--- src/rtl/execute_stage.sv ---
// Execute stage: ALU, branch resolution and a single-entry valid/ready output register.
// Branches always compare rs1 against rs2 with a subtract, whatever the ALU controls say.
module execute_stage (
    input  logic        clk,
    input  logic        reset,
    input  logic        in_valid,
    output logic        in_ready,
    input  logic [31:0] in_pc,
    input  logic [31:0] in_rs1,
    input  logic [31:0] in_rs2,
    input  logic [31:0] in_imm,
    input  logic [3:0]  in_alu_control,
    input  logic        in_alu_src,
    input  logic        in_branch,
    input  logic [2:0]  in_funct3,
    input  logic [4:0]  in_rd,
    input  logic        in_reg_write,
    input  logic        flush,
    output logic        out_valid,
    input  logic        out_ready,
    output logic [31:0] out_result,
    output logic [4:0]  out_rd,
    output logic        out_reg_write,
    output logic        out_branch_taken,
    output logic [31:0] out_branch_target
);

    localparam int unsigned XLEN = 32;
    localparam int unsigned RW   = 5;

    localparam logic [3:0] OP_ADD = 4'b0000;
    localparam logic [3:0] OP_SUB = 4'b0001;
    localparam logic [3:0] OP_AND = 4'b0010;
    localparam logic [3:0] OP_OR  = 4'b0011;
    localparam logic [3:0] OP_SLT = 4'b0100;

    localparam logic [2:0] F3_BEQ  = 3'b000;
    localparam logic [2:0] F3_BNE  = 3'b001;
    localparam logic [2:0] F3_BLT  = 3'b100;
    localparam logic [2:0] F3_BGE  = 3'b101;
    localparam logic [2:0] F3_BLTU = 3'b110;
    localparam logic [2:0] F3_BGEU = 3'b111;

    logic [3:0]      w_op;
    logic [XLEN-1:0] w_b;
    logic [XLEN:0]   w_sum;
    logic [XLEN:0]   w_diff;
    logic [XLEN-1:0] w_result;
    logic            w_carry;
    logic            w_ovf;
    logic            w_zero;
    logic            w_neg;
    logic            w_slt;
    logic            w_cond;
    logic            w_taken;
    logic [XLEN-1:0] w_target;
    logic            w_capture;

    logic            r_valid;
    logic [XLEN-1:0] r_result;
    logic [RW-1:0]   r_rd;
    logic            r_reg_write;
    logic            r_taken;
    logic [XLEN-1:0] r_target;

    // Operand selection and ALU; carry is bit 32 of the zero-extended add/sub
    always_comb begin
        w_op     = in_branch ? OP_SUB : in_alu_control;
        w_b      = (in_branch || !in_alu_src) ? in_rs2 : in_imm;
        w_sum    = {1'b0, in_rs1} + {1'b0, w_b};
        w_diff   = {1'b0, in_rs1} - {1'b0, w_b};
        w_slt    = ($signed(in_rs1) < $signed(w_b));
        w_result = '0;
        w_carry  = 1'b0;
        w_ovf    = 1'b0;
        case (w_op)
            OP_ADD: begin
                w_result = w_sum[XLEN-1:0];
                w_carry  = w_sum[XLEN];
                w_ovf    = (in_rs1[XLEN-1] == w_b[XLEN-1]) &&
                           (w_sum[XLEN-1] != in_rs1[XLEN-1]);
            end
            OP_SUB: begin
                w_result = w_diff[XLEN-1:0];
                w_carry  = w_diff[XLEN];
                w_ovf    = (in_rs1[XLEN-1] != w_b[XLEN-1]) &&
                           (w_diff[XLEN-1] != in_rs1[XLEN-1]);
            end
            OP_AND:  w_result = in_rs1 & w_b;
            OP_OR:   w_result = in_rs1 | w_b;
            OP_SLT:  w_result = XLEN'(w_slt);
            default: w_result = '0;
        endcase
        w_zero = (w_result == '0);
        w_neg  = w_result[XLEN-1];
    end

    // Branch condition from the forced-subtract flags
    always_comb begin
        w_cond = 1'b0;
        case (in_funct3)
            F3_BEQ:  w_cond = w_zero;
            F3_BNE:  w_cond = !w_zero;
            F3_BLT:  w_cond = w_neg ^ w_ovf;
            F3_BGE:  w_cond = !(w_neg ^ w_ovf);
            F3_BLTU: w_cond = w_carry;
            F3_BGEU: w_cond = !w_carry;
            default: w_cond = 1'b0;
        endcase
        w_taken  = in_branch && w_cond;
        w_target = in_pc + in_imm;
    end

    assign in_ready  = !r_valid || out_ready;
    assign w_capture = in_valid && in_ready && !flush;

    // Output register: flush beats capture, capture beats drain
    always_ff @(posedge clk or posedge reset) begin
        if (reset) begin
            r_valid     <= 1'b0;
            r_result    <= '0;
            r_rd        <= '0;
            r_reg_write <= 1'b0;
            r_taken     <= 1'b0;
            r_target    <= '0;
        end else if (flush) begin
            r_valid <= 1'b0;
        end else if (w_capture) begin
            r_valid     <= 1'b1;
            r_result    <= w_result;
            r_rd        <= in_rd;
            r_reg_write <= in_reg_write && !in_branch;
            r_taken     <= w_taken;
            r_target    <= w_target;
        end else if (out_ready) begin
            r_valid <= 1'b0;
        end
    end

    assign out_valid         = r_valid;
    assign out_result        = r_result;
    assign out_rd            = r_rd;
    assign out_reg_write     = r_reg_write;
    assign out_branch_taken  = r_taken;
    assign out_branch_target = r_target;

endmodule

--- config.mk ---
export PLATFORM = sky130hd
export DESIGN_NAME = execute_stage
export DESIGN_NICKNAME = d
export VERILOG_FILES = /design/src/rtl/execute_stage.sv
export SDC_FILE = /design/constraint.sdc
export NUM_CORES = 1
export LEC_CHECK = 0
export CORE_ASPECT_RATIO = 1.1
export CORE_MARGIN = 5
export CORE_UTILIZATION = 55
export CTS_CLUSTER_DIAMETER = 30
export DETAILED_ROUTE_END_ITERATION = 10
export GPL_ROUTABILITY_DRIVEN = 0
export PLACE_DENSITY = 0.86
export SLEW_MARGIN = 20
export SYNTH_ARGS = -nofsm -noshare
export SYNTH_HDL_FRONTEND = slang
export SYNTH_SLANG_ARGS = --single-unit
--- constraint.sdc ---
create_clock -name clk -period 4.2 [get_ports clk]
set_input_delay 1.05 -clock clk [delete_from_list [all_inputs] [get_ports clk]]
set_output_delay 1.05 -clock clk [all_outputs]
set_load 0.02 [all_outputs]
==> results.cfg, run 1 <==
[floorplan]
pin_count = 221
num_rows = 51
die_x_um = 137
die_h_um = 150
start_util_pct = 55.7

[yosys]
synth_cell_types = 92
synthMostInstantiatedCell = nand2_1
synth_top_family_by_area = compound AO/OA/AOI/OAI gates
syn_area_um2 = 9820
synth_edf_count = 0
synth_seq_area_share_pct = 18.4
async_flop_share_pct = 100
synth_mux_area_share_pct = 4.50
ys_ff_latch = 72
ys_top_cells_by_area = dfrtp_1 (18%), ha_1 (18%), nand2_1 (6.7%)
synthCells = 1290
yosys.area_share.simple_pct = 20.1
synth_top_flop_cell = dfrtp_1
synth-xor-area-share_pct = 3.66
syn_nets = 1580
synth_fa_ha_area_share_pct = 18.3
synth_warnings = 0
synth_area_leader_cell = dfrtp_1
synth_top_area_share_pct = 18.4
ys_top_cells_by_count = nand2_1 (175), ha_1 (139), inv_1 (108)
syn_area_per_cell_um2 = 7.61
synth_compound_area_share_pct = 28.1

[grt]
overflow = 11
grt_pass1_vias = 18120
grt_max_degree = 82
grt_pass1_wl_um = 118000
track_usage_pct = 78.0

[place]
port_buffers = 220
post-place-ws_ns = -1.78
place_area_um2 = 15100
hpwl_um = 36800

[clocking]
numCtsBuffers = 9
clockBufferDepth = 2
htreeDepth = 3
clock-sinks = 72
cts_hold_buffers = 0
cts-root-buf = clkbuf_16

[outcome]
toolErrorMsg = [ERROR GRT-0116] Global routing finished with congestion. Check the congestion regions in the DRC Viewer.
outcome = stopped before the end
lastStage = global routing
[layer usage]
metal | overflow | track usage, %
met4 | 6 | 76.3
met3 | 0 | 72.5
met2 | 5 | 88.9
met5 | 0 | 46.7
met1 | 0 | 75.4
[stage by stage]
| step | std cells | util [%] |
|---|---|---|
| 3_3_place_gp | 2053 | 85.5 |
| 2_1_floorplan | 1290 | - |
| 4_1_cts | 2107 | 92.2 |
| 3_5_place_dp | 2053 | 85.5 |
[repair_timing]
action                                  CTS
gates resized for setup                 164
endpoints found under the setup margin   35
setup buffers                            39
pin swaps                                61
gates cloned                              1
[cell families after synthesis]
| group | count (synthesis) |
|---|---|
| AOI/OAI and AO/OA | 403 |
| muxes | 40 |
| buffers and inverters | 172 |
| and+or+nand+nor | 420 |
| DFF | 72 |
| xor gates and xnor gates | 41 |
| adders and majority gates | 142 |
==> run 2, diff against run 1 <==
Settings changed: CORE_ASPECT_RATIO 1.1 to default, CORE_UTILIZATION 55 to 40, CTS_CLUSTER_DIAMETER 30 to default, PLACE_DENSITY 0.86 to default, PLACE_DENSITY_LB_ADDON from default to 0.15.
==> results.cfg, run 2 <==
[yosys]
syn_area_per_cell_um2 = 7.61
synth_seq_area_share_pct = 18.4
async_flop_share_pct = 100
synth_top_flop_cell = dfrtp_1
syn_area_um2 = 9820
ys_ff_latch = 72
synthCells = 1290
synthMostInstantiatedCell = nand2_1
synth_top_area_share_pct = 18.4
synth_area_leader_cell = dfrtp_1
syn_nets = 1580
synth_cell_types = 92
synth_edf_count = 0
synth_warnings = 0
ys_top_cells_by_count = nand2_1 (175), ha_1 (139), inv_1 (108)
ys_top_cells_by_area = dfrtp_1 (18%), ha_1 (18%), nand2_1 (6.7%)

[final_layout]
final_cell_mix = buf_4 (413), clkdlybuf4s50_1 (198), nand2_1 (168)
drive_above_1_share_pct = 34.9
fill_cells = 1961
layout_commonest_cell = buf_4
area_delta_synth_final_pct = 72.4
multi_input_area_um2 = 8410
area.sequential_um2 = 1800
final_nets = 2187
diodes = 0
final_util_pct = 69.8

[grt]
grt_pass1_wl_um = 65600
antenna_found_initial = 1
grt_pass1_vias = 12176
track_usage_pct = 29.2
overflow = 0
grt_max_degree = 61

[worst_setup_path]
crit_arrival_ns = 5.05
critical_path_required_ns = 4.42
path_class = primary input to register
startpoint_type = primary input
cp-end-kind = register
path_max_fanout = 6

[clocking]
htreeDepth = 3
clock_latency_ns = 0.34
cts_tree = yes
numCtsBuffers = 9
cts_hold_buffers = 0
clkTransAtPathRegs_ns = 0.06
cts-root-buf = clkbuf_16
clockBufferDepth = 2
clock-sinks = 72

[floorplan]
fp.dieArea_um2 = 27800
core_um2 = 24200
pin_count = 221
start_util_pct = 40.5
die_h_um = 167
num_rows = 57
die_x_um = 167

[timing]
rsz0062_at_grt = yes
hold_viol_final = 0
finalSetupViolCount = 4
tightest_slew_ns = 1.10
fin_crit_ns = 4.82
maxSlewHeadroom_pct = 26.1
setup_tns_ns = -0.995
period_share_pct = 115
max_freq_mhz = 207
fin_ws_ns = -0.624
skew_ns = 0.00430
drv_slew = 0

[drt]
wl_per_cell_um = 19.2
via_per_inst = 5.57
drc = 0
dr.first_iter.drc_count = 1466
ant_nets = 0
vias = 12397
dr.pass1.iters = 5
routed_wl_um = 42700

[place]
hpwl_um = 34100
port_buffers = 220

[power_and_ir_drop]
p_leak_nw = 7.99
vdd_ir_drop_max_mv = 0.179
powerDensity_nw_per_um2 = 269

[job]
max_cap_viol_count = 0

[outcome]
failed_checks = negative setup slack
outcome = finished with violations

[min_path]
min_path_type = register to register
-- run 2: cell counts after synthesis --
Identical to the previous run, type by type.
-- run 2: final timing paths --
path	start	cells after the start	to	slack (ns)
worst max-delay path	in_branch	19	out_branch_taken$_DFFE_PP0P_	-0.62
worst min-delay path	out_result[20]$_DFFE_PP0P_	2	out_result[20]$_DFFE_PP0P_	0.47
worst max register to register	out_valid$_DFFE_PP0P_	5	out_result[12]$_DFFE_PP0P_	2.09
worst min register to register	out_result[20]$_DFFE_PP0P_	2	out_result[20]$_DFFE_PP0P_	0.47
max in group asynchronous	reset	3	out_branch_taken$_DFFE_PP0P_	2.52
min in group asynchronous	reset	2	out_result[6]$_DFFE_PP0P_	0.99
-- run 2: report_power, final --
| group | total, W | internal, W | switching, W |
|---|---|---|---|
| Sequential | 0.000927 | 0.000842 | 0.0000847 |
| Clock | 0.000715 | 0.000415 | 0.000301 |
| Combinational | 0.00290 | 0.00145 | 0.00145 |
-- run 2: critical path, cell delays in order --
cell and delay, ns:
buf_8 0.11, nand2b_4 0.22, mux2_4 0.37, ha_4 0.17, fa_2 0.37, a211oi_4 0.28
nor4b_2 0.09, nor3_2 0.21, o211ai_1 0.21, buf_4 0.20, nand3_4 0.08, nand2_2 0.06
a221o_1 0.32, a221o_1 0.35, nor4_2 0.26, nand4_1 0.14, nor2_2 0.16, xor2_1 0.08
a221o_1 0.29
-- run 2: logic make-up (layout without fill, tap and decap cells) --
kind of cell    Yosys count  count (layout)  share of synthesized area [%]
mux                      40              40                           4.50
simple gates            420             421                           20.1
xor+xnor                 41              41                           3.66
buf+inv                 172             783                           6.96
compound gates          403             403                           28.1
fa+ha+maj               142             142                           18.3
flops                    72              72                           18.4
-- run 2: metal layers --
metal  GRT usage, %  share of wire [%]
met1           39.4                 43
met2           47.3                 45
met3           5.93                9.1
met4           9.11                3.1
met5              0              0.030
-- run 2: repair_timing --
item                                    CTS  global route
buffers inserted                         36            11
cloned                                    1             0
resized for setup                       175            65
endpoints found under the setup margin   28            18
pin swaps                                77            55
-- run 2: cell type report --
| class | count | area share, % |
|---|---|---|
| clock inverters | 3 | 0.104 |
| clock buffers | 13 | 1.48 |
| flip-flops and latches | 72 | 10.6 |
| inverters | 110 | 2.57 |
| well taps | 324 | 2.40 |
| repair buffers | 657 | 33.1 |
| multi-input cells | 1047 | 49.7 |
-- run 2: stage by stage --
| step | hold WS [ns] | setup slack (ns) | cells | power (W) | instance area (um^2) |
|---|---|---|---|---|---|
| 6_report | 0.469 | -0.624 | 2226 | 0.00455 | 16900 |
| 4_1_cts | 0.478 | -0.553 | 2223 | 0.00444 | 16600 |
| 3_3_place_gp | 0.457 | -1.79 | 2173 | 0.00348 | 15400 |
| 2_1_floorplan | 0.583 | -0.778 | 1290 | 0.00220 | 10100 |
| 5_1_grt | 0.498 | -0.789 | 2226 | 0.00479 | 16900 |
| 3_5_place_dp | 0.464 | -1.72 | 2173 | 0.00352 | 15400 |
Note: power is estimated with default switching activity, not from simulation.
==> run 3, diff against run 2 <==
Settings changed: CTS_CLUSTER_DIAMETER from default to 50, RECOVER_POWER from default to 100.
==> results.cfg, run 3 (synthesized netlist as in run 2, its figures left out) <==
[final_layout]
final_nets = 2187
fill_cells = 1975
layout_commonest_cell = buf_4
diodes = 0
final_cells = 2226
drive_above_1_share_pct = 34.3
final_util_pct = 69.5
area_delta_synth_final_pct = 71.6
final_cell_mix = buf_4 (408), nand2_1 (168), clkdlybuf4s50_1 (122)

[floorplan]
start_util_pct = 40.5
die_x_um = 167
fp.dieArea_um2 = 27800
core_um2 = 24200
die_h_um = 167
num_rows = 57
pin_count = 221

[timing]
maxSlewHeadroom_pct = -36.1
fin_crit_ns = 4.84
fin_ws_ns = -0.644
rsz0062_at_grt = yes
hold_viol_final = 0
skew_ns = 0.00461
max_freq_mhz = 206
tightest_slew_ns = 2.04
drv_slew = 44
finalSetupViolCount = 9
period_share_pct = 115

[min_path]
holdPathStages = 2
min_path_type = register to register

[place]
place_inst = 2173
hpwl_um = 34100
port_buffers = 220
post-place-ws_ns = -1.72

[worst_setup_path]
reg2reg_depth = 5
critPathBufInv = 2
slowest_delay_ns = 0.37
worst-path-stages = 19
cp_cell_sequence = buf_8 -> nand2b_4 -> mux2_4 -> ha_4 -> fa_2 -> a211oi_4 -> nor4b_2 -> nor3_2 -> o211ai_1 -> buf_4 -> nand3_4 -> nand2_2 -> a221o_1 -> a221o_1 -> nor4_2 -> nand4_1 -> nor2_2 -> xor2_1 -> a221o_1
path_class = primary input to register
slowest_stage = mux2_4
crit_arrival_ns = 5.07
critical_path_required_ns = 4.42
critPathTopFamily = compound AO/OA/AOI/OAI gates
cp-end-kind = register
cpMostUsedCell = a221o_1
path_max_fanout = 6
startpoint_type = primary input

[power_and_ir_drop]
vdd_ir_drop_max_mv = 0.178
powerDensity_nw_per_um2 = 265
p_leak_nw = 8.06

[grt]
grt_use_met2_pct = 47.3
track_usage_pct = 29.2
grt_max_degree = 61
grt_pass1_wl_um = 65600
grt.busiest_layer = met2
antenna_found_initial = 1
overflow = 0
use_met1_pct = 39.4
grtUsageMet3_pct = 5.93
grt_pass1_vias = 12176

[clocking]
cts-root-buf = clkbuf_16
clkTransAtPathRegs_ns = 0.06
cts_hold_buffers = 0
cts_tree = yes
clock-sinks = 72
clock_latency_ns = 0.34
numCtsBuffers = 9
htreeDepth = 3
clockBufferDepth = 2

[drt]
drc = 0
vias = 12378
via_per_inst = 5.56
wl_per_cell_um = 19.2
ant_nets = 0
routed_wl_um = 42700
dr.pass1.iters = 6
dr.first_iter.drc_count = 1578

[job]
max_cap_viol_count = 2

[outcome]
outcome = finished with violations
failed_checks = max-capacitance violations, max-slew violations, negative setup slack
[run 3: cell type report]
cell class	count	area [um^2]	share of cell area [%]
inverter	110	434	2.58
tap	324	405	2.41
clock inverter	3	17.5	0.104
timing repair buffer	657	5570	33.1
clock buffer	13	250	1.49
multi-input combinational	1047	8360	49.6
sequential	72	1800	10.7
[run 3: per-stage QoR]
step / power (W) / TNS, ns / cell area [um^2] / hold slack [ns]
detailed placement: 0.00352 / -23.34 / 15400 / 0.464
global placement: 0.00348 / -23.13 / 15400 / 0.457
finish: 0.00447 / -1.61 / 16800 / 0.464
floorplan: 0.00220 / -1.37 / 10100 / 0.583
global route: 0.00472 / -3.83 / 16800 / 0.493
CTS: 0.00444 / -0.896 / 16600 / 0.478
[run 3: worst min-delay path: stages (launching register included)]
cell     delay (ns)
dfrtp_1        0.33
nand2_1        0.05
nand2_1        0.05
[run 3: power breakdown]
group	internal (W)	switching [W]	total, W
Sequential	0.000842	0.0000774	0.000920
Clock	0.000415	0.000301	0.000716
Combinational	0.00139	0.00145	0.00284
Total	0.00265	0.00182	0.00447
[run 3: final timing paths]
check	from	end	slack, ns
max in group asynchronous	reset	out_result[29]$_DFFE_PP0P_	0.96
setup reg to reg	out_valid$_DFFE_PP0P_	out_result[12]$_DFFE_PP0P_	0.98
setup / recovery	in_branch	out_branch_taken$_DFFE_PP0P_	-0.64
hold / removal	out_result[20]$_DFFE_PP0P_	out_result[20]$_DFFE_PP0P_	0.46
min in group asynchronous	reset	out_result[16]$_DFFE_PP0P_	1.27
hold reg to reg	out_result[20]$_DFFE_PP0P_	out_result[20]$_DFFE_PP0P_	0.46
[run 3: repair_timing]
item | in CTS | in global routing
setup endpoints to repair | 28 | 18
buffers inserted | 36 | 11
gates resized for setup | 175 | 65
pin swaps | 77 | 55
gates cloned | 1 | 0
[run 3: metal layers]
layer	vias to the layer above	share of wire [%]
met5	-	0.030
met4	2	3.0
met3	96	9.3
met2	654	45
met1	5791	43
li1	5835	-
==> run 4, diff against run 3 <==
Settings changed: CTS_BUF_LIST from default to sky130_fd_sc_hd__clkbuf_2.
==> results.cfg, run 4 (synthesized netlist as in run 2, its figures left out) <==
[timing]
finalSetupViolCount = 5
rsz0062_at_grt = yes
drv_slew = 44
hold_viol_final = 0
max_freq_mhz = 217
setup_tns_ns = -0.679
period_share_pct = 110
fin_ws_ns = -0.410
maxSlewHeadroom_pct = -32.4
fin_crit_ns = 4.61
skew_ns = 0.0212
tightest_slew_ns = 1.98

[worst_setup_path]
slowest_stage = fa_2
cp_cell_sequence = buf_4 -> nand2b_4 -> mux2_4 -> ha_4 -> fa_2 -> a211oi_4 -> nor4b_2 -> nor3_2 -> o211ai_1 -> nand2_1 -> buf_4 -> o21ai_0 -> a221o_1 -> a21oi_2 -> buf_4 -> and4_1 -> nand4_1 -> nor2_2 -> xor2_1 -> a221o_1
path_max_fanout = 6
slowest_delay_ns = 0.37
critical_path_required_ns = 4.68
regToRegEndpoint = out_result[12]$_DFFE_PP0P_
cpMostUsedCell = buf_4
path_class = primary input to register
reg2reg_depth = 5
cp-end-kind = register
rr_startpoint = out_valid$_DFFE_PP0P_
reg2reg_slack_ns = 1.06
startpoint_type = primary input
crit_arrival_ns = 5.09

[clocking]
numCtsBuffers = 9
htreeDepth = 3
clock-sinks = 72
clockBufferDepth = 2
clkTransAtPathRegs_ns = 0.21
cts_tree = yes
cts_hold_buffers = 0
cts-root-buf = clkbuf_2
clock_latency_ns = 0.56

[place]
hpwl_um = 34100
place_inst = 2173
port_buffers = 220

[power_and_ir_drop]
clock_power_share_pct = 8.6
p_leak_nw = 7.86
internal-power_w = 0.00229
seqPwrFrac_pct = 22.7
swShare_pct = 43.3
vdd_ir_drop_max_mv = 0.129
powerDensity_nw_per_um2 = 246
power_frac_comb_pct = 68.7
power_switching_w = 0.00175

[drt]
ant_nets = 0
dr.pass1.iters = 6
routed_wl_um = 41700
via_per_inst = 5.48
dr.first_iter.drc_count = 1332
drc = 0
vias = 12202
wl_per_cell_um = 18.8

[min_path]
min_path_type = register to register
worstHoldStart = out_result[20]$_DFFE_PP0P_
holdPathStages = 2
min_to = out_result[20]$_DFFE_PP0P_

[final_layout]
drive_above_1_share_pct = 33.0
final_cell_mix = buf_4 (410), nand2_1 (171), clkdlybuf4s50_1 (126)
area_delta_synth_final_pct = 67.4
fill_cells = 2063
final_util_pct = 67.8
layout_commonest_cell = buf_4
final_cells = 2225
final_nets = 2183

[job]
max_cap_viol_count = 2

[floorplan]
num_rows = 57
start_util_pct = 40.5
pin_count = 221
fp.dieArea_um2 = 27800
die_h_um = 167
core_um2 = 24200
die_x_um = 167

[grt]
overflow = 0
track_usage_pct = 28.8
antenna_found_initial = 2
grt_max_degree = 61
grt_pass1_vias = 11956
grt_pass1_wl_um = 64400

[outcome]
outcome = finished with violations
failed_checks = max-capacitance violations, max-slew violations, negative setup slack
[run 4: layout make-up]
type	instances	area, um^2	area share [%]
repair buffers	653	5500	33.5
well taps	324	405	2.47
diodes	3	7.51	0.0457
inverters	110	427	2.60
multi-input cells	1047	8220	50.0
flip-flops and latches	72	1800	11.0
clock buffers	12	60.1	0.365
clock inverters	4	21.3	0.129
[run 4: worst max-delay path by stage]
| stage | start | to | slack, ns | cells past startpoint |
|---|---|---|---|---|
| 6_report | in_alu_src | out_branch_taken$_DFFE_PP0P_ | -0.41 | 20 |
| 5_1_grt | in_alu_src | out_branch_taken$_DFFE_PP0P_ | -0.48 | 20 |
| 4_1_cts | in_rs2[6] | out_branch_taken$_DFFE_PP0P_ | -0.27 | 20 |
| 3_5_place_dp | in_alu_src | out_branch_taken$_DFFE_PP0P_ | -1.72 | 20 |
| 3_3_place_gp | in_alu_src | out_branch_taken$_DFFE_PP0P_ | -1.79 | 21 |
| 2_1_floorplan | in_branch | out_branch_taken$_DFFE_PP0P_ | -0.78 | 20 |
[run 4: critical path, delay by kind of cell]
family          cells  cell delay (ns)
fa+ha+maj           2             0.55
mux                 1             0.36
buf+inv             3             0.48
xor+xnor            1             0.08
compound gates      6             1.47
simple gates        7             1.09
[run 4: repair_timing]
action                                  4_1_cts  5_1_grt
gates resized for setup                     154       27
buffers inserted                             35        2
endpoints found under the setup margin       19        7
cloned                                        1        0
pin swaps                                    61       18
[run 4: routing by layer]
metal  share of wire [%]  wire length [um]  track usage [%]
met5                   0                 0                0
met4                 3.3              1390             8.89
met3                 9.1              3790             7.21
met2                  44             18500             46.1
met1                  43             18000             38.5
[run 4: power groups by stage]
stage               logic [W]  clock network [W]  registers, W
finish                0.00277           0.000347      0.000917
floorplan             0.00108                  0       0.00111
detailed placement    0.00258                  0      0.000940
global route          0.00296           0.000393      0.000938
CTS                   0.00277           0.000353      0.000925
global placement      0.00255                  0      0.000934
[run 4: through the flow]
| stage | worst slack [ns] | total power [W] | hold slack [ns] | instance area, um^2 |
|---|---|---|---|---|
| after floorplan | -0.778 | 0.00220 | 0.583 | 10100 |
| after global placement | -1.79 | 0.00348 | 0.457 | 15400 |
| after detailed placement | -1.72 | 0.00352 | 0.464 | 15400 |
| after CTS | -0.272 | 0.00404 | 0.507 | 16400 |
| after global routing | -0.476 | 0.00429 | 0.524 | 16400 |
| final | -0.410 | 0.00404 | 0.495 | 16400 |
